### config.mk
export PLATFORM = sky130hd
export DESIGN_NAME = pc_unit_flat
export DESIGN_NICKNAME = d
export VERILOG_FILES = /design/src/rtl/mips_pkg.sv /design/src/rtl/pc_unit_if.sv /design/src/rtl/pc_next_sel.sv /design/src/rtl/pc_unit.sv /design/src/flat_wrapper.sv
export SDC_FILE = /design/constraint.sdc
export NUM_CORES = 1
export LEC_CHECK = 0
export ABC_AREA = 0
export CAP_MARGIN = 20
export CORE_ASPECT_RATIO = 0.9
export CORE_MARGIN = 2
export CORE_UTILIZATION = 46
export CTS_CLUSTER_SIZE = 12
export DETAILED_ROUTE_END_ITERATION = 10
export PLACE_DENSITY = 0.82
export SLEW_MARGIN = 40
export SYNTH_ARGS = -nofsm -noshare
export SYNTH_HDL_FRONTEND = slang
export SYNTH_SLANG_ARGS = --single-unit
### constraint.sdc
create_clock -name clk -period 3.8 [get_ports clk]
set_clock_uncertainty 0.15 [all_clocks]
set_input_delay 0.57 -clock clk [delete_from_list [all_inputs] [get_ports clk]]
set_output_delay 0.57 -clock clk [all_outputs]
set_load 0.02 [all_outputs]
### src/rtl/mips_pkg.sv
// Shared encodings for the fetch-side PC logic: FSM states, redirect kinds
// (ordered so a larger value outranks a smaller one) and default vectors.
package mips_pkg;

  typedef enum logic [1:0] {
    S_IDLE = 2'd0,
    S_RUN  = 2'd1,
    S_HALT = 2'd2
  } state_e;

  typedef enum logic [2:0] {
    R_NONE = 3'd0,
    R_BR   = 3'd1,
    R_J    = 3'd2,
    R_JR   = 3'd3,
    R_EXC  = 3'd4
  } redir_e;

  localparam logic [31:0] DEF_RESET_VECTOR = 32'h0000_0000;
  localparam logic [31:0] DEF_EXC_VECTOR   = 32'h8000_0180;
  localparam int unsigned DEF_INC          = 4;

  function automatic logic outranks(input redir_e a, input redir_e b);
    return a > b;
  endfunction

endpackage

### src/rtl/pc_unit_if.sv
// Fetch handshake between the PC unit (master) and the instruction memory (slave).
interface pc_unit_if #(parameter int WIDTH = 32);

  logic [WIDTH-1:0] Output;
  logic             ImemValid;
  logic             ImemReady;

  modport master (output Output, output ImemValid, input ImemReady);
  modport slave  (input Output, input ImemValid, output ImemReady);

endinterface

### src/rtl/pc_next_sel.sv
// Redirect target computation and priority select. Reports the winning new
// redirect separately so the caller can pend it when fetch cannot advance.
module pc_next_sel
  import mips_pkg::*;
#(
  parameter int               WIDTH      = 32,
  parameter logic [WIDTH-1:0] EXC_VECTOR = WIDTH'(DEF_EXC_VECTOR)
) (
  input  logic [WIDTH-1:0] pc_plus4,
  input  logic             en,
  input  logic             BranchTaken,
  input  logic [WIDTH-1:0] BranchOffset,
  input  logic             Jump,
  input  logic [25:0]      JumpTarget,
  input  logic             JumpReg,
  input  logic [WIDTH-1:0] RegTarget,
  input  logic             Exception,
  input  redir_e           pend_kind,
  input  logic [WIDTH-1:0] pend_target,
  output redir_e           new_kind,
  output logic [WIDTH-1:0] new_target,
  output logic [WIDTH-1:0] next_pc,
  output logic             jr_misalign
);

  logic [WIDTH-1:0] br_tgt;
  logic [WIDTH-1:0] j_tgt;
  logic             jr_bad;

  assign br_tgt = pc_plus4 + (BranchOffset << 2);
  assign j_tgt  = {pc_plus4[WIDTH-1:28], JumpTarget, 2'b00};
  assign jr_bad = (RegTarget[1:0] != 2'b00);

  // A misaligned JR is turned into an exception here so it shares the EXC slot.
  always_comb begin
    new_kind    = R_NONE;
    new_target  = pc_plus4;
    jr_misalign = 1'b0;
    if (en) begin
      if (Exception) begin
        new_kind   = R_EXC;
        new_target = EXC_VECTOR;
      end else if (JumpReg && jr_bad) begin
        new_kind    = R_EXC;
        new_target  = EXC_VECTOR;
        jr_misalign = 1'b1;
      end else if (JumpReg) begin
        new_kind   = R_JR;
        new_target = RegTarget;
      end else if (Jump) begin
        new_kind   = R_J;
        new_target = j_tgt;
      end else if (BranchTaken) begin
        new_kind   = R_BR;
        new_target = br_tgt;
      end
    end
  end

  always_comb begin
    next_pc = pc_plus4;
    if (new_kind != R_NONE) begin
      next_pc = new_target;
    end else if (pend_kind != R_NONE) begin
      next_pc = pend_target;
    end
  end

endmodule

### src/rtl/pc_unit.sv
// Fetch program counter: run/halt FSM, pending-redirect slot, EPC capture and
// the valid/ready request towards imem.
//
// state  | meaning
// S_IDLE | out of reset, no fetch requested
// S_RUN  | fetching, PC advances on accepted requests
// S_HALT | halted, PC frozen, pending redirect retained
module pc_unit
  import mips_pkg::*;
#(
  parameter int               WIDTH        = 32,
  parameter logic [WIDTH-1:0] RESET_VECTOR = WIDTH'(DEF_RESET_VECTOR),
  parameter logic [WIDTH-1:0] EXC_VECTOR   = WIDTH'(DEF_EXC_VECTOR),
  parameter int unsigned      INC          = DEF_INC
) (
  input  logic             clk,
  input  logic             rst,
  input  logic             Start,
  input  logic             Halt,
  input  logic             Stall,
  input  logic             BranchTaken,
  input  logic [WIDTH-1:0] BranchOffset,
  input  logic             Jump,
  input  logic [25:0]      JumpTarget,
  input  logic             JumpReg,
  input  logic [WIDTH-1:0] RegTarget,
  input  logic             Exception,
  pc_unit_if.master        imem,
  output logic [WIDTH-1:0] PcPlus4,
  output logic [WIDTH-1:0] Epc,
  output logic             Misaligned,
  output logic             Running
);

  state_e           state;
  logic [WIDTH-1:0] pc;
  redir_e           pend_kind;
  logic [WIDTH-1:0] pend_target;
  logic             running_q;
  logic             misalign_q;
  logic [WIDTH-1:0] epc_q;

  redir_e           new_kind;
  logic [WIDTH-1:0] new_target;
  logic [WIDTH-1:0] next_pc;
  logic             jr_misalign;
  logic             advance;
  logic             exc_accept;

  assign PcPlus4        = pc + WIDTH'(INC);
  assign imem.Output    = pc;
  assign imem.ImemValid = running_q;
  assign Running        = running_q;
  assign Misaligned     = misalign_q;
  assign Epc            = epc_q;

  assign advance = running_q & imem.ImemReady & ~Stall & ~Halt;

  // An exception already sitting in pending blocks a second capture of Epc.
  assign exc_accept = (new_kind == R_EXC) && (advance || (pend_kind != R_EXC));

  pc_next_sel #(
    .WIDTH      (WIDTH),
    .EXC_VECTOR (EXC_VECTOR)
  ) u_next_sel (
    .pc_plus4     (PcPlus4),
    .en           (running_q),
    .BranchTaken  (BranchTaken),
    .BranchOffset (BranchOffset),
    .Jump         (Jump),
    .JumpTarget   (JumpTarget),
    .JumpReg      (JumpReg),
    .RegTarget    (RegTarget),
    .Exception    (Exception),
    .pend_kind    (pend_kind),
    .pend_target  (pend_target),
    .new_kind     (new_kind),
    .new_target   (new_target),
    .next_pc      (next_pc),
    .jr_misalign  (jr_misalign)
  );

  always_ff @(posedge clk or posedge rst) begin
    if (rst) begin
      state       <= S_IDLE;
      running_q   <= 1'b0;
      pc          <= RESET_VECTOR;
      pend_kind   <= R_NONE;
      pend_target <= '0;
      epc_q       <= '0;
      misalign_q  <= 1'b0;
    end else begin
      misalign_q <= 1'b0;

      case (state)
        S_IDLE, S_HALT: begin
          if (Start && !Halt) begin
            state     <= S_RUN;
            running_q <= 1'b1;
          end
        end
        S_RUN: begin
          if (Halt) begin
            state     <= S_HALT;
            running_q <= 1'b0;
          end
        end
        default: begin
          state     <= S_IDLE;
          running_q <= 1'b0;
        end
      endcase

      if (advance) begin
        pc        <= next_pc;
        pend_kind <= R_NONE;
      end else if (outranks(new_kind, pend_kind)) begin
        pend_kind   <= new_kind;
        pend_target <= new_target;
      end

      if (exc_accept) begin
        epc_q      <= pc;
        misalign_q <= jr_misalign;
      end
    end
  end

endmodule

### src/flat_wrapper.sv
// flat-port wrapper written by rule: the top's interface ports become plain ports
module pc_unit_flat import mips_pkg::*;
#(
  parameter int               WIDTH        = 32,
  parameter logic [WIDTH-1:0] RESET_VECTOR = WIDTH'(DEF_RESET_VECTOR),
  parameter logic [WIDTH-1:0] EXC_VECTOR   = WIDTH'(DEF_EXC_VECTOR),
  parameter int unsigned      INC          = DEF_INC
)
  (clk, rst, Start, Halt, Stall, BranchTaken, BranchOffset, Jump, JumpTarget, JumpReg, RegTarget, Exception, PcPlus4, Epc, Misaligned, Running, imem_Output, imem_ImemValid, imem_ImemReady);
  pc_unit_if #(.WIDTH(WIDTH)) imem_i ();
  input  logic clk;
  input  logic rst;
  input  logic Start;
  input  logic Halt;
  input  logic Stall;
  input  logic BranchTaken;
  input  logic [WIDTH-1:0] BranchOffset;
  input  logic Jump;
  input  logic [25:0] JumpTarget;
  input  logic JumpReg;
  input  logic [WIDTH-1:0] RegTarget;
  input  logic Exception;
  output logic [WIDTH-1:0] PcPlus4;
  output logic [WIDTH-1:0] Epc;
  output logic Misaligned;
  output logic Running;
  output wire logic [$bits(imem_i.Output)-1:0] imem_Output;
  output wire logic [$bits(imem_i.ImemValid)-1:0] imem_ImemValid;
  input wire logic [$bits(imem_i.ImemReady)-1:0] imem_ImemReady;
  assign imem_Output = imem_i.Output;
  assign imem_ImemValid = imem_i.ImemValid;
  assign imem_i.ImemReady = imem_ImemReady;
  pc_unit #(.WIDTH(WIDTH), .RESET_VECTOR(RESET_VECTOR), .EXC_VECTOR(EXC_VECTOR), .INC(INC)) u_core (.clk(clk), .rst(rst), .Start(Start), .Halt(Halt), .Stall(Stall), .BranchTaken(BranchTaken), .BranchOffset(BranchOffset), .Jump(Jump), .JumpTarget(JumpTarget), .JumpReg(JumpReg), .RegTarget(RegTarget), .Exception(Exception), .imem(imem_i), .PcPlus4(PcPlus4), .Epc(Epc), .Misaligned(Misaligned), .Running(Running));
endmodule
## Word-level counts from Yosys, hierarchy flattened

Index checks and enable logic that the tools add are counted.

| word-level totals | value |
|---|---|
| register bits after elaboration | 103 |
| bits of input ports | 100 |
| word-level logic and storage cells | 61 |

| cells by class | value |
|---|---|
| add/sub/neg operators | 2 |
| order comparisons | 1 |
| equality and inequality tests | 6 |
| mux-type cells | 26 |
| bitwise gates (word level) | 6 |
| reduce and logical (&&, ||, !) cells | 13 |

Operators by type and width:

| operator | count |
|---|---|
| $mux W32 | 8 |
| $add A32 B3 Y32 const B | 1 |
| $add A32 B32 Y32 | 1 |
| $mux W3 | 5 |
| $mux W2 | 4 |
| $mux W1 | 7 |
| $reduce_bool A3 Y1 | 2 |
| $pmux W2 S2 | 1 |
| $reduce_and A2 Y1 | 2 |
| $reduce_bool A2 Y1 | 2 |
| $and A1 B1 Y1 | 3 |
| $eq A3 B3 Y1 const B | 1 |
| $gt A3 B3 Y1 | 1 |
| $logic_and A1 B1 Y1 | 3 |
| $ne A3 B3 Y1 const B | 1 |
| $not A1 Y1 | 3 |
| $eq A2 B1 Y1 const B | 1 |
| $eq A2 B2 Y1 const B | 1 |
| $logic_not A2 Y1 | 1 |
| $ne A2 B1 Y1 const B | 1 |
| $ne A2 B2 Y1 const B | 1 |
| $pmux W1 S2 | 1 |
| $reduce_or A2 Y1 | 1 |
| $logic_not A1 Y1 | 1 |
| $logic_or A1 B1 Y1 | 1 |

## Longest topological paths before layout

| logic depth | value |
|---|---|
| depth after elaboration | 9 |
| mapped depth | 17 |

## Modules after synthesis

A second synthesis with hierarchy kept.

| second synthesis, totals | value |
|---|---|
| cells, all modules | 887 |
| area total of the unflattened synthesis | 7837.5 sq um |

By module, submodules not included:

| module | times used | cells each | area an instance (sq um) | sequential area each (sq um) |
|---|---|---|---|---|
| pc_unit | 1 | 333 | 4608.2 | 2552.4 |
| pc_next_sel | 1 | 554 | 3229.3 | 0.0 |

## Least setup slack after synthesis

Ideal clock, no wire load.

| timing | value |
|---|---|
| path type | reg2reg |
| start point | reg u_core.pc[2] (netlist: u_core.imem.Output[2]) |
| end point | reg u_core.pend_target[31] |
| setup time | 0.142 ns |
| arrival | 3.889 ns |
| setup slack | -0.380 ns |
| cell stages (with the launch flop) | 15 |
| path buffers | 1 |
| period minus slack after synthesis | 4.180 ns |
| cell sequence | dfrtp_1 ha_1 and3_1 nand4_2 xnor2_1 ha_1 buf_2 a21oi_2 o21a_1 nor3b_1 o31a_1 a2111oi_4 o311a_1 mux2i_1 a31oi_1 |

| on the way | value |
|---|---|
| longest elaborated chain between the ends | 8 |

RTL lines:

| item | line | text |
|---|---|---|
| start: declaration | pc_unit.sv:36 | `logic [WIDTH-1:0] pc;` |
| start signal: assignment | pc_unit.sv:115 | `pc <= next_pc;` |
| $add A32 B3 Y32 | pc_unit.sv:50 | `assign PcPlus4 = pc + WIDTH'(INC);` |
| named net PcPlus4[14] | flat_wrapper.sv:23 | `output logic [WIDTH-1:0] PcPlus4;` |
| $add A32 B32 Y32 | pc_next_sel.sv:30 | `assign br_tgt = pc_plus4 + (BranchOffset << 2);` |
| $mux W32 | pc_next_sel.sv:53 | `end else if (BranchTaken) begin` |
| $mux W32 | pc_next_sel.sv:50 | `end else if (Jump) begin` |
| $mux W32 | pc_next_sel.sv:47 | `end else if (JumpReg) begin` |
| $mux W32 | pc_next_sel.sv:43 | `end else if (JumpReg && jr_bad) begin` |
| $mux W32 | pc_next_sel.sv:40 | `if (Exception) begin` |
| $mux W32 | pc_next_sel.sv:39 | `if (en) begin` |
| end signal: assignment | pc_unit.sv:119 | `pend_target <= new_target;` |
| end: declaration | pc_unit.sv:38 | `logic [WIDTH-1:0] pend_target;` |

The timed path passes the listed nets, and every way through them passes these cells.
A chain may end at the register's enable or synchronous reset.

## Final worst setup path

| timing | value |
|---|---|
| start point | reg u_core.pc[5] (netlist: u_core.imem.Output[5]) |
| end point | reg u_core.pend_target[31] |

| on the way | value |
|---|---|
| longest elaborated chain between the ends | 8 |

RTL lines:

| item | line |
|---|---|
| $add A32 B3 Y32 * | pc_unit.sv:50 |
| $add A32 B32 Y32 | pc_next_sel.sv:30 |
| $mux W32 | pc_next_sel.sv:53 |
| $mux W32 | pc_next_sel.sv:50 |
| $mux W32 | pc_next_sel.sv:47 |
| $mux W32 | pc_next_sel.sv:43 |
| $mux W32 | pc_next_sel.sv:40 |
| $mux W32 * | pc_next_sel.sv:39 |

Mark *: on every way between the ends. The rest lies on a longest branch, timed or not.

==> results.cfg <==
[synth]
ys_ff_latch = 103
synth_flop_cell = dfrtp_1
yosysWarnings = 0
synth_area_leader_cell = dfrtp_1
synth_edf_count = 0
synth_seq_area_share_pct = 32.1
synth_fp_nets = 1124
syn_area_per_cell_um2 = 8.14
synthTopCellsByArea = dfrtp_1 32%, ha_1 5.8%, a21oi_1 5.3%
synthCells = 986
yosysTopAreaCellShare_pct = 32.1
async_reset_ff_share_pct = 100
synth_cell_types = 81
synthesis.area_um2 = 8020

[route]
route.vias.total = 9613
ant_nets = 0
vias_per_cell = 6.12
first_iter_violations = 1110
dr.pass1.iters = 5
wl_per_cell_um = 20.9
routed_wl_um = 32900
drcViolationCount = 0

[sta]
final_hold_viol_count = 0
worst_pin_slew_ps = 801
relSlewSlack_pct = 46.6
setup_ws_ps = -64.5
setup-violations-final = 2
slew_viol_final = 0
whs_ps = 336
clock.fmax_mhz = 259
fin_crit_sh_pct = 102
fin_crit_ps = 3860
rsz0062_at_grt = yes

[die]
fp.dieArea_um2 = 18500
die_h_um = 129
core_area_um2 = 16900
initial_core_util_pct = 47.3
die_w_um = 143
rows = 45
io_pins = 199

[setup_path]
cp-startpoint = u_core.imem.Output[5]
required_ps = 3870
path_max_fanout = 4
ff2ff_path_depth = 17
r2r_start = u_core.imem.Output[5]
cp_slowest_stage_delay_ps = 430
path_delay_family = compound AO/OA/AOI/OAI gates
cp_data_arrival_time_ps = 3940
slowest_stage = dfrtp_1
reg2reg_slack_ps = -60
cp_cell_sequence = and4_4 > and2_4 > nand3_1 > xor2_1 > buf_4 > inv_2 > ha_4 > buf_4 > nand2_1 > o21ai_2 > nor4b_2 > buf_4 > o31a_1 > a2111oi_4 > o311a_1 > mux2i_1 > a31oi_1
crit_buf_inv = 4
crit_top_cell = buf_4
rr_endpoint = u_core.pend_target[31]
start_kind = register
worstSetupEndpointType = register
worstSetupPathType = register to register

[cts]
clock-sinks = 103
clkTransAtPathRegs_ps = 80
clkLatencyLatePin_ps = 350
cts_buffer_depth = 2
cts_tree = built
cts_htree_levels = 3
root_buffer = clkbuf_16
cts_made_buffers = 9

[min_path]
hold_class = register to register
min_path_cells = 2
min-delay-start = u_core.pend_target[0]
hold_end = u_core.pend_target[0]

[final_layout]
final_common_cell = clkdlybuf4s50_1
layout-drive-gt1-share_pct = 28.0
final_util_pct = 74.6
diodes = 0
nets = 1470
layout_common_cells = 195 x clkdlybuf4s50_1, 186 x buf_4, 107 x nand2_1
area_delta_synth_final_pct = 57.5
final_area_um2 = 12600

[status]
status = finished with violations
violations = negative setup slack

[flow_run]
cap_viol_max_count = 0

[power_and_ir_drop]
leakagePower_nw = 5.37
power_density_nw_per_um2 = 852
ir_drop_uv = 457

[global_routing]
grt_pass1_wl_um = 49300
grt_max_degree = 60
grtUsageTotal_pct = 34.3
gr-total-overflow = 0
grt_pass1_vias = 9184
antenna_found_initial = 0

[place]
portBuffers = 196
place_ws_ps = -166
gp_congestion = 0.970
place_area_um2 = 11500
dp_hpwl_um = 23900
[per-stage QoR]
stage	power, W	cells	setup TNS (ps)
6_report	0.0108	1572	-95.8
5_1_grt	0.0113	1572	-993
4_1_cts	0.0102	1560	0
3_5_place_dp	0.00886	1539	-1320
3_3_place_gp	0.00872	1539	-134
2_1_floorplan	0.00569	986	-34.9
[power breakdown]
| part | internal (W) | switching, W |
|---|---|---|
| Clock | 0.000647 | 0.000431 |
| Combinational | 0.00361 | 0.00414 |
| Sequential | 0.00155 | 0.000391 |
| Total | 0.00581 | 0.00496 |
[flip-flops by register name (all words and copies together) (netlist names)]
register            cells
u_core.Running          1
u_core.Misaligned       1
u_core.state            2
u_core.Epc             32
u_core.pend_kind        3
u_core.imem.Output     32
u_core.pend_target     32
[cells by family (layout without fill, tap and decap cells)]
kind of cell               Yosys count  count (layout)  share of synthesized area, %
adders and majority gates           38              38                          6.02
muxes                               40              40                          5.49
DFF                                103             103                          32.1
AOI/OAI and AO/OA                  324             324                          25.8
and+or+nand+nor                    342             342                          20.5
xor gates and xnor gates            49              49                          5.54
buffers and inverters               90             441                          4.49
[worst reg2reg max path: cells and delay by family (launching register included)]
kind | cells | cell delay [ps]
fa+ha+maj | 1 | 210
compound gates | 5 | 1240
mux | 1 | 290
simple gates | 5 | 780
xor+xnor | 1 | 150
flops | 1 | 430
buf+inv | 4 | 500
[Yosys cell counts (all sizes together) (10+ instances only)]
cell type,count
a211oi,13
nand2,110
o211ai,13
xnor2,33
mux2,32
buf,11
a21oi,88
nor2,107
nand4,11
ha,37
nand3,31
nor3,24
inv,38
nand2b,14
clkbuf,41
a21o,14
dfrtp,103
o221ai,10
xor2,16
a31oi,14
o21ai,97
[repair_timing]
action	4_1_cts	5_1_grt
hold buffers	0	0
pin swaps	21	53
setup buffers	6	14
resized for setup	49	73
gates cloned	0	0
endpoints found under the setup margin	21	31
[worst max-delay path by stage]
stage / end / slack (ps) / cells after the start
2_1_floorplan: u_core.pend_target[31] / -20 / 15
3_3_place_gp: u_core.imem.Output[23] / -60 / 17
3_5_place_dp: u_core.imem.Output[23] / -170 / 16
4_1_cts: u_core.pend_target[31] / 2 / 17
5_1_grt: u_core.pend_target[31] / -140 / 18
6_report: u_core.pend_target[31] / -60 / 17
[cell type report]
cell class | count | area (µm²)
multi-input cells | 793 | 5840
fillers | 1241 | 4310
repair buffers | 387 | 3430
flip-flops and latches | 103 | 2580
well taps | 235 | 294
clock buffers | 9 | 225
inverters | 38 | 148
clock inverters | 7 | 118
[layer usage]
layer,vias up,track usage (%),share of wire [%]
met2,664,56.2,46
met4,0,17.1,5.9
li1,4276,-,-
met5,-,0,0
met3,161,5.62,10
met1,4512,44.4,38
No activity file was read; power rests on OpenSTA's default activity.
